File: src/rtl/wide_alu_sequencer_pkg.sv
// Shared type definitions for the wide ALU sequencer: the 8-bit ALU opcode
// set, the wide opcode set accepted by the sequencer, and the sequencer
// state encoding.
package wide_alu_sequencer_pkg;

    // Opcodes understood by the 8-bit ALU sitting beside the sequencer.
    typedef enum logic [2:0] {
        ADD = 3'd0,
        AND = 3'd1,
        OR  = 3'd2,
        XOR = 3'd3,
        LSH = 3'd4,
        RSH = 3'd5
    } op_mne;

    // Wide opcodes; encodings outside this list are illegal.
    typedef enum logic [3:0] {
        W_ADD = 4'd0,
        W_SUB = 4'd1,
        W_AND = 4'd2,
        W_OR  = 4'd3,
        W_XOR = 4'd4,
        W_LSH = 4'd5,
        W_RSH = 4'd6,
        W_ROL = 4'd7,
        W_ROR = 4'd8
    } wide_op_t;

    typedef enum logic [1:0] {
        IDLE = 2'd0,
        RUN  = 2'd1,
        DONE = 2'd2
    } wseq_state_t;

    // Right-going shifts/rotates must start at the MSB byte so the bit
    // leaving each byte can enter the next lower one.
    function automatic logic msb_first(wide_op_t op);
        return (op == W_RSH) || (op == W_ROR);
    endfunction

endpackage

File: src/rtl/wide_alu_sequencer_if.sv
// Bus between the wide ALU sequencer, its requester and the 8-bit ALU.
// The slave modport is the sequencer's view; master is the surrounding logic.
interface wide_alu_sequencer_if #(
    parameter int W      = 8,
    parameter int NBYTES = 2
) ();
    import wide_alu_sequencer_pkg::*;

    logic                  Start;
    wide_op_t              Op;
    logic [W*NBYTES-1:0]   OpA;
    logic [W*NBYTES-1:0]   OpB;
    logic [W-1:0]          AluA;
    logic [W-1:0]          AluB;
    op_mne                 AluOP;
    logic                  AluSCin;
    logic [W-1:0]          AluOut;
    logic                  AluSCout;
    logic                  AluZero;
    logic                  Busy;
    logic                  Done;
    logic                  Error;
    logic [W*NBYTES-1:0]   Result;
    logic                  CarryOut;
    logic                  ZeroOut;

    modport slave (
        input  Start, Op, OpA, OpB, AluOut, AluSCout, AluZero,
        output AluA, AluB, AluOP, AluSCin,
        output Busy, Done, Error, Result, CarryOut, ZeroOut
    );

    modport master (
        output Start, Op, OpA, OpB, AluOut, AluSCout, AluZero,
        input  AluA, AluB, AluOP, AluSCin,
        input  Busy, Done, Error, Result, CarryOut, ZeroOut
    );

endinterface

File: src/rtl/wide_alu_sequencer.sv
// Wide ALU sequencer: latches one NBYTES-wide operation, walks the 8-bit ALU
// through it one byte per cycle chaining carry/shift bits, and reports the
// wide result with carry and zero flags on a one-cycle Done pulse.
// Optional feature macro: WIDE_ROTATE_EN makes ROL/ROR legal operations.
module wide_alu_sequencer
    import wide_alu_sequencer_pkg::*;
#(
    parameter int W      = 8,
    parameter int NBYTES = 2
) (
    input  logic                 Clk,
    input  logic                 Reset,
    wide_alu_sequencer_if.slave  bus
);

    localparam int IDXW = $clog2(NBYTES);
    localparam logic [IDXW-1:0] LAST_IDX = IDXW'(NBYTES - 1);

    wseq_state_t            state_q;
    wseq_state_t            state_d;
    logic [IDXW-1:0]        idx_q;
    wide_op_t               op_q;
    logic [W*NBYTES-1:0]    a_q;
    logic [W*NBYTES-1:0]    b_q;
    logic [W*NBYTES-1:0]    res_q;
    logic                   carry_q;
    logic                   zero_q;
    logic                   err_q;

    logic [IDXW-1:0]        pos;
    logic                   first;
    logic                   is_logic_op;
    logic [W-1:0]           a_byte;
    logic [W-1:0]           b_byte;
    logic [W-1:0]           alu_a;
    logic [W-1:0]           alu_b;
    op_mne                  alu_op;
    logic                   alu_scin;

    function automatic logic op_legal(wide_op_t op);
        case (op)
            W_ADD, W_SUB, W_AND, W_OR, W_XOR, W_LSH, W_RSH: return 1'b1;
`ifdef WIDE_ROTATE_EN
            W_ROL, W_ROR: return 1'b1;
`endif
            default: return 1'b0;
        endcase
    endfunction

    assign pos         = msb_first(op_q) ? (LAST_IDX - idx_q) : idx_q;
    assign first       = (idx_q == '0);
    assign is_logic_op = (op_q == W_AND) || (op_q == W_OR) || (op_q == W_XOR);
    assign a_byte      = a_q[pos*W +: W];
    assign b_byte      = b_q[pos*W +: W];

    // State register for the IDLE -> RUN -> DONE -> IDLE sequence.
    always_ff @(posedge Clk or negedge Reset) begin
        if (!Reset) begin
            state_q <= IDLE;
        end else begin
            state_q <= state_d;
        end
    end

    // Next state plus lowering of the current wide-op byte onto the ALU.
    always_comb begin
        state_d  = state_q;
        alu_a    = '0;
        alu_b    = '0;
        alu_op   = ADD;
        alu_scin = 1'b0;
        case (state_q)
            IDLE: begin
                if (bus.Start) begin
                    state_d = op_legal(bus.Op) ? RUN : DONE;
                end
            end
            RUN: begin
                if (idx_q == LAST_IDX) begin
                    state_d = DONE;
                end
                alu_a = a_byte;
                alu_b = b_byte;
                case (op_q)
                    W_ADD: begin
                        alu_op   = ADD;
                        alu_scin = first ? 1'b0 : carry_q;
                    end
                    W_SUB: begin
                        alu_op   = ADD;
                        alu_b    = ~b_byte;
                        alu_scin = first ? 1'b1 : carry_q;
                    end
                    W_AND: alu_op = AND;
                    W_OR:  alu_op = OR;
                    W_XOR: alu_op = XOR;
                    W_LSH: begin
                        alu_op   = LSH;
                        alu_scin = first ? 1'b0 : carry_q;
                    end
                    W_RSH: begin
                        alu_op   = RSH;
                        alu_scin = first ? 1'b0 : carry_q;
                    end
`ifdef WIDE_ROTATE_EN
                    W_ROL: begin
                        alu_op   = LSH;
                        alu_scin = first ? a_q[W*NBYTES-1] : carry_q;
                    end
                    W_ROR: begin
                        alu_op   = RSH;
                        alu_scin = first ? a_q[0] : carry_q;
                    end
`endif
                    default: ;
                endcase
            end
            DONE: state_d = IDLE;
            default: state_d = IDLE;
        endcase
    end

    // Operand capture on Start and per-byte collection of ALU results.
    always_ff @(posedge Clk or negedge Reset) begin
        if (!Reset) begin
            idx_q   <= '0;
            op_q    <= W_ADD;
            a_q     <= '0;
            b_q     <= '0;
            res_q   <= '0;
            carry_q <= 1'b0;
            zero_q  <= 1'b1;
            err_q   <= 1'b0;
        end else begin
            case (state_q)
                IDLE: begin
                    if (bus.Start) begin
                        idx_q   <= '0;
                        op_q    <= bus.Op;
                        a_q     <= bus.OpA;
                        b_q     <= bus.OpB;
                        res_q   <= '0;
                        carry_q <= 1'b0;
                        zero_q  <= 1'b1;
                        err_q   <= !op_legal(bus.Op);
                    end
                end
                RUN: begin
                    res_q[pos*W +: W] <= bus.AluOut;
                    carry_q           <= is_logic_op ? 1'b0 : bus.AluSCout;
                    zero_q            <= zero_q & bus.AluZero;
                    if (idx_q != LAST_IDX) begin
                        idx_q <= idx_q + 1'b1;
                    end
                end
                default: ;
            endcase
        end
    end

    assign bus.AluA     = alu_a;
    assign bus.AluB     = alu_b;
    assign bus.AluOP    = alu_op;
    assign bus.AluSCin  = alu_scin;
    assign bus.Busy     = (state_q != IDLE);
    assign bus.Done     = (state_q == DONE);
    assign bus.Error    = (state_q == DONE) && err_q;
    assign bus.Result   = res_q;
    assign bus.CarryOut = carry_q;
    assign bus.ZeroOut  = zero_q;

endmodule
File: src/flat_wrapper.sv
// flat-port wrapper written by rule: the top's interface ports become plain ports
module wide_alu_sequencer_flat import wide_alu_sequencer_pkg::*;
#(
    parameter int W      = 8,
    parameter int NBYTES = 2
)
  (Clk, Reset, bus_Start, bus_Op, bus_OpA, bus_OpB, bus_AluOut, bus_AluSCout, bus_AluZero, bus_AluA, bus_AluB, bus_AluOP, bus_AluSCin, bus_Busy, bus_Done, bus_Error, bus_Result, bus_CarryOut, bus_ZeroOut);
  wide_alu_sequencer_if #(.W(W), .NBYTES(NBYTES)) bus_i ();
  input  logic Clk;
  input  logic Reset;
  input wire logic [$bits(bus_i.Start)-1:0] bus_Start;
  input wire logic [$bits(bus_i.Op)-1:0] bus_Op;
  input wire logic [$bits(bus_i.OpA)-1:0] bus_OpA;
  input wire logic [$bits(bus_i.OpB)-1:0] bus_OpB;
  input wire logic [$bits(bus_i.AluOut)-1:0] bus_AluOut;
  input wire logic [$bits(bus_i.AluSCout)-1:0] bus_AluSCout;
  input wire logic [$bits(bus_i.AluZero)-1:0] bus_AluZero;
  output wire logic [$bits(bus_i.AluA)-1:0] bus_AluA;
  output wire logic [$bits(bus_i.AluB)-1:0] bus_AluB;
  output wire logic [$bits(bus_i.AluOP)-1:0] bus_AluOP;
  output wire logic [$bits(bus_i.AluSCin)-1:0] bus_AluSCin;
  output wire logic [$bits(bus_i.Busy)-1:0] bus_Busy;
  output wire logic [$bits(bus_i.Done)-1:0] bus_Done;
  output wire logic [$bits(bus_i.Error)-1:0] bus_Error;
  output wire logic [$bits(bus_i.Result)-1:0] bus_Result;
  output wire logic [$bits(bus_i.CarryOut)-1:0] bus_CarryOut;
  output wire logic [$bits(bus_i.ZeroOut)-1:0] bus_ZeroOut;
  assign bus_i.Start = bus_Start;
  assign bus_i.Op = bus_Op;
  assign bus_i.OpA = bus_OpA;
  assign bus_i.OpB = bus_OpB;
  assign bus_i.AluOut = bus_AluOut;
  assign bus_i.AluSCout = bus_AluSCout;
  assign bus_i.AluZero = bus_AluZero;
  assign bus_AluA = bus_i.AluA;
  assign bus_AluB = bus_i.AluB;
  assign bus_AluOP = bus_i.AluOP;
  assign bus_AluSCin = bus_i.AluSCin;
  assign bus_Busy = bus_i.Busy;
  assign bus_Done = bus_i.Done;
  assign bus_Error = bus_i.Error;
  assign bus_Result = bus_i.Result;
  assign bus_CarryOut = bus_i.CarryOut;
  assign bus_ZeroOut = bus_i.ZeroOut;
  wide_alu_sequencer #(.W(W), .NBYTES(NBYTES)) u_core (.Clk(Clk), .Reset(Reset), .bus(bus_i));
endmodule
File: config.mk
export PLATFORM = sky130hd
export DESIGN_NAME = wide_alu_sequencer_flat
export DESIGN_NICKNAME = d
export VERILOG_FILES = /design/src/rtl/wide_alu_sequencer_pkg.sv /design/src/rtl/wide_alu_sequencer_if.sv /design/src/rtl/wide_alu_sequencer.sv /design/src/flat_wrapper.sv
export SDC_FILE = /design/constraint.sdc
export NUM_CORES = 1
export LEC_CHECK = 0
export BUFFER_PORTS_ARGS = -buffer_cell sky130_fd_sc_hd__buf_4
export CORE_MARGIN = 4
export CORE_UTILIZATION = 48
export DETAILED_ROUTE_END_ITERATION = 16
export GPL_TIMING_DRIVEN = 0
export PLACE_DENSITY = 0.77
export SLEW_MARGIN = 5
export SYNTH_ARGS = -nofsm -noshare
export SYNTH_HDL_FRONTEND = slang
export SYNTH_SLANG_ARGS = --single-unit
File: constraint.sdc
create_clock -name Clk -period 2.2 [get_ports Clk]
set_input_delay 0.11 -clock Clk [delete_from_list [all_inputs] [get_ports Clk]]
set_output_delay 0.11 -clock Clk [all_outputs]
set_load 0.01 [all_outputs]
After elaboration in Yosys (flattened, before gate mapping)
Cells that the tools add are included.
Widths: inputs -> output; s select.
{ "totals": {"reg_bits": 58, "input_bits": 49, "word_cells": 77} }
{ "classes": {"addsub": 3, "n_eq_ne": 17, "shift": 4, "n_mux": 27, "n_bitwise": 2, "n_reduce_logical": 15} }
{ "ops": {"columns": ["cell", "n"], "rows": [
  ["$neg 4->34", 1],
  ["$shift 8x34->16 const A", 1],
  ["$shiftx 8x34->16", 1],
  ["$pmux 16 s2", 1],
  ["$shiftx 16x5->8", 2],
  ["$eq 4x3->1 const B", 6],
  ["$mux 8", 3],
  ["$bwmux 16", 1],
  ["$eq 4x2->1 const B", 4],
  ["$mux 16", 1],
  ["$pmux 3 s5", 1],
  ["$mux 1", 11],
  ["$eq 4x1->1 const B", 2],
  ["$logic_not 4->1", 2],
  ["$not 8->8", 1],
  ["$pmux 1 s2", 4],
  ["$reduce_or 7->1", 1],
  ["$mux 2", 3],
  ["$reduce_and 2->1", 3],
  ["$eq 4x4->1 const B", 1],
  ["$pmux 2 s2", 1],
  ["$reduce_bool 2->1", 2],
  ["$logic_or 1x1->1", 3],
  ["$mux 3", 1],
  ["11 further kinds", 11]
]} }

Longest topological paths before layout
{ "logic_depth": {"word_depth": 8, "depth_mapped": 6, "depth_no_buf": 4} }

Least setup slack after synthesis
No wires, ideal clock.
{ "synth_path": {"path_kind": "register to register", "start": "register u_core.op_q[1]", "end": "register u_core.res_q[0] (netlist: u_core.bus.Result[0])", "arrival_ns": 2.108, "slack_ns": -0.033, "path_stages_with_launch": 6, "n_path_buf": 1, "path_cell_list": "dfrtp_1 > clkbuf_2 > or3b_2 > a21oi_4 > mux2i_1 > mux2_2"} }
{ "synth_via": {"elab_chain_cells": 7, "elab_cells_between_ends": 9} }
{ "synth_lines": {"columns": ["item", "line", "rtl"], "rows": [
  ["from (decl)", "wide_alu_sequencer.sv:22", "wide_op_t op_q;"],
  ["from (signal assigned)", "wide_alu_sequencer.sv:139", "op_q <= bus.Op;"],
  ["$eq 4x3->1 / $eq 4x4->1 (equally long branches)", "wide_alu_sequencer_pkg.sv:38", "return (op == W_RSH) || (op == W_ROR);"],
  ["$logic_or 1x1->1 (*)", "wide_alu_sequencer_pkg.sv:38", null],
  ["$mux 1 (*)", "wide_alu_sequencer.sv:50", "assign pos = msb_first(op_q) ? (LAST_IDX - idx_q) : idx_q;"],
  ["$neg 4->34 (*)", "wide_alu_sequencer.sv:149", "res_q[pos*W +: W] <= bus.AluOut;"],
  ["$shiftx 8x34->16 / $shift 8x34->16 (equally long branches)", "wide_alu_sequencer.sv:149", null],
  ["$bwmux 16 (*)", "wide_alu_sequencer.sv:149", null],
  ["$pmux 16 s2 (*)", "wide_alu_sequencer.sv:135", "case (state_q)"],
  ["to (signal, indexed assignment)", "wide_alu_sequencer.sv:149", null],
  ["to (decl)", "wide_alu_sequencer.sv:25", "logic [W*NBYTES-1:0] res_q;"]
]} }
Mark *: on every way between the ends. The rest lies on a longest branch, timed or not.
A chain may end at the register's enable or synchronous reset.

Final worst setup path
{ "layout_path": {"start": "register u_core.op_q[1]", "end": "output port bus_AluA[0]"} }
{ "layout_via": {"elab_chain_cells": 5, "elab_cells_between_ends": 6} }
{ "layout_lines": {"columns": ["item", "line", "rtl"], "rows": [
  ["$eq 4x3->1 / $eq 4x4->1 (equally long branches)", "wide_alu_sequencer_pkg.sv:38", null],
  ["$logic_or 1x1->1 (*)", "wide_alu_sequencer_pkg.sv:38", null],
  ["$mux 1 (*)", "wide_alu_sequencer.sv:50", null],
  ["$shiftx 16x5->8 (*)", "wide_alu_sequencer.sv:53", "assign a_byte = a_q[pos*W +: W];"],
  ["$mux 8 (*)", "wide_alu_sequencer.sv:72", "case (state_q)"],
  ["to (decl)", "flat_wrapper.sv:18", "output wire logic [$bits(bus_i.AluA)-1:0] bus_AluA;"]
]} }
Marked as above.

==> results.yml <==
floorplan:
  ios: 90
  die_h_um: 91.7
  core_region_area_sq_mm: 0.00679
  start_util: 0.494
  fp.dieArea_sq_mm: 0.00840
  dieWidth_um: 91.7
  num_rows: 30
pwr:
  sw_frac_of_total: 0.418
  pwr-share-comb: 0.563
  p_leak_uw: 0.00229
  p_per_area_mw_per_mm2: 1430
  clockPowerShare: 0.140
  pwr-share-seq: 0.297
  power.internal_uw: 4090
  vdd_drop_max_uv: 721
  power.switching_uw: 2930
logic_synthesis:
  ys_types: 42
  synth_seq_cells: 58
  yosysMostFrequentCell: "dfrtp_1"
  syn_nets: 387
  synth_ff_type: "dfrtp_1"
  synth_commonest_cells: "dfrtp_1, mux2_2, o21ai_0"
  synth_warnings: 0
  synthArstFlopShare: 1.00
  synth_edf_count: 0
  synth.top_cell.area_share: 0.425
  yosys-top-cells-area: "dfrtp_1, mux2_2, o21ai_0"
  syn_inst: 338
  synth_area_sq_mm: 0.00336
  seq_area_frac_synth: 0.432
  avgSynthCellArea_sq_um: 9.94
  yosysTopAreaCell: "dfrtp_1"
timing:
  slew_headroom: 0.503
  period_share: 1.01
  fmax_mhz: 449
  rsz0062_at_grt: "yes"
  setup_viol: 17
  setup_ws_ps: -26.5
  slew_violations: 0
  worst_pin_slew_ps: 745
  final.setup.tns_ps: -149
  final-hold-violation-count: 0
  period_needed_ps: 2230
  skew_ps: 12.4
place:
  gp_congestion: 0.923
  dpl.hpwl_um: 6630
  io_buffers: 89
  dpl_worst_slack_ps: -373
cts:
  cts.sink_count: 58
  root_buffer: "clkbuf_8"
  path_clk_slew_ps: 70
  cts_tree: "yes"
  htree_num_levels: 3
  cts_inserted_buffers: 9
  cts_buffer_depth: 2
  worstSkewPairLatency_ps: 350
status:
  status: "finished, violations left"
  violations: "negative setup slack"
routing:
  wl_per_cell_um: 17.5
  drtAntennaViolNets: 0
  routed_via_density: 5.62
  drtIter0Drc: 265
  dr_total_vias: 3256
  dr.pass1.iters: 5
  drt-total-wl_um: 10100
  drc: 0
worst_setup_path:
  critical_path.max_stage_delay_ps: 430
  cp.arrival_ps: 2120
  end_kind: "output pin"
  path_max_fanout: 8
  required_ps: 2090
  crit_type: "register to output pin"
  critPathLaunchType: "register"
  path_buf_inv: 1
  crit_chain: "or3b_4, a21oi_4, xnor2_4, mux2i_1, buf_4"
  crit_slowest_cell: "dfrtp_2"
  cpLargestDelayFamily: "flip-flops"
global_route:
  use_met3: 0.0525
  met2_usage: 0.422
  grt-busiest-layer: "met2"
  grt_pass1_wl_um: 16500
  grt_util_all_layers: 0.251
  grt-ovfl-total: 0
  grt_max_degree: 59
  grt_pass1_vias: 3279
  antenna_found_initial: 0
  grtUsageMet1: 0.322
min_path:
  min_path_type: "input port to register"
run:
  cap_violations: 0
final_layout:
  diodes: 0
  nFillCells: 494
  area_growth_pct: 46.6
  final_nets: 527
  final_layout_size_suffix_gt1_frac: 0.437
worst reg2reg max path, stage by stage, from the launching register on:
cell and delay (ps):
dfrtp_2 430, or3b_4 410, a21oi_4 270, mux2i_2 600, mux2_2 410
cells by family (layout without fill, tap and decap cells):
group                  Yosys count  in the layout  share of synthesized area
multiplexers                    61             61                      0.201
buffers and inverters           29            174                     0.0361
flip-flops                      58             58                      0.432
AO/OA/AOI/OAI                  109            109                      0.200
XOR/XNOR                         3              3                    0.00782
AND/OR/NAND/NOR                 78             78                      0.123
power groups by stage:
stage          Sequential (uW)  Combinational (uW)  Clock (uW)
2_1_floorplan             1920                2310           0
3_3_place_gp              1960                3360           0
3_5_place_dp              2000                3460           0
4_1_cts                   2040                3750         994
5_1_grt                   2150                4270        1050
6_report                  2080                3950         984
layout by cell type, fill, tap and decap left out, types with 2 or more instances in the layout:
master         Yosys  final
buf_6              0      2
a211oi_1           8      6
buf_2              5      4
inv_1              3      3
nor2_1             5      4
nor3b_4            0      2
or3b_4             0      2
dfrtp_2            0      3
mux2i_1           10      8
mux2_2            51     51
a21oi_1           26     26
clkbuf_2           2      4
o21ai_0           37     35
clkinvlp_4         0      2
buf_4              1    104
a211oi_2           0      2
nor2b_1           20     20
clkbuf_8           0      9
a31oi_1            9      9
clkbuf_1          17      4
o21ai_1            0      2
nand2_1           32     32
a211o_1            8      8
dlygate4sd3_1      0     35
dfrtp_1           57     54
a21boi_2           0      7
clkbuf_4           0      2
or2_2              3      2
a21o_1             9      8
clkinv_4           0      2
mux2i_2            0      2
final timing paths:
path,from,endpoint,slack [ps],depth (start not counted)
max,u_core.op_q[1]$_DFFE_PN0P_,bus_AluA[0],-30,5
min,bus_OpB[8],u_core.b_q[8]$_DFFE_PN0P_,7,2
max reg2reg,u_core.op_q[1]$_DFFE_PN0P_,u_core.bus.Result[0]$_DFFE_PN0P_,-20,4
min reg2reg,u_core.err_q$_DFFE_PN0P_,u_core.err_q$_DFFE_PN0P_,490,1
max in group asynchronous,Reset,u_core.op_q[1]$_DFFE_PN0P_,1270,2
min in group asynchronous,Reset,u_core.b_q[2]$_DFFE_PN0P_,370,2
state kept, by name (all words and copies together) (netlist names):
register and flops:
u_core.bus.CarryOut 1, u_core.op_q 4, u_core.a_q 16, u_core.state_q 2
u_core.idx_q 1, u_core.bus.ZeroOut 1, u_core.b_q 16, u_core.err_q 1
u_core.bus.Result 16
what timing repair did:
item                                    in CTS  in global routing
endpoints found under the hold margin       95                  0
buffers inserted                             8                  2
endpoints found under the setup margin      33                 68
resized for setup                           37                 34
pin swaps                                    6                 16
hold buffers                                35                  0
layout make-up:
type / instances / area, sq um / area share
plain buffers: 21 / 130 / 0.0264
clock buffers: 10 / 128 / 0.0259
clock inverters: 6 / 67.6 / 0.0137
inverters: 3 / 11.3 / 0.00229
multi-input cells: 251 / 1900 / 0.386
flip-flops and latches: 58 / 1460 / 0.296
well taps: 96 / 120 / 0.0244
repair buffers: 134 / 1110 / 0.225
through the flow:
step / hold slack, ps / instances / total power [uW] / util / cell area [sq um]
global placement: 210 / 523 / 5330 / 0.610 / 4150
finish: 6.71 / 579 / 7020 / 0.725 / 4930
detailed placement: 221 / 523 / 5460 / 0.610 / 4150
CTS: 2.24 / 578 / 6780 / 0.713 / 4840
global route: 2.17 / 579 / 7470 / 0.725 / 4930
floorplan: -186 / 338 / 4230 / - / 3360
per-layer routing:
layer	part of all wire	vias to the layer above	routed length [um]
met3	0.056	30	570
met1	0.42	1597	4230
met4	0.020	0	198
li1	-	1500	-
met2	0.51	129	5130
met5	0	-	0
Note: power is estimated with default switching activity, not from simulation.
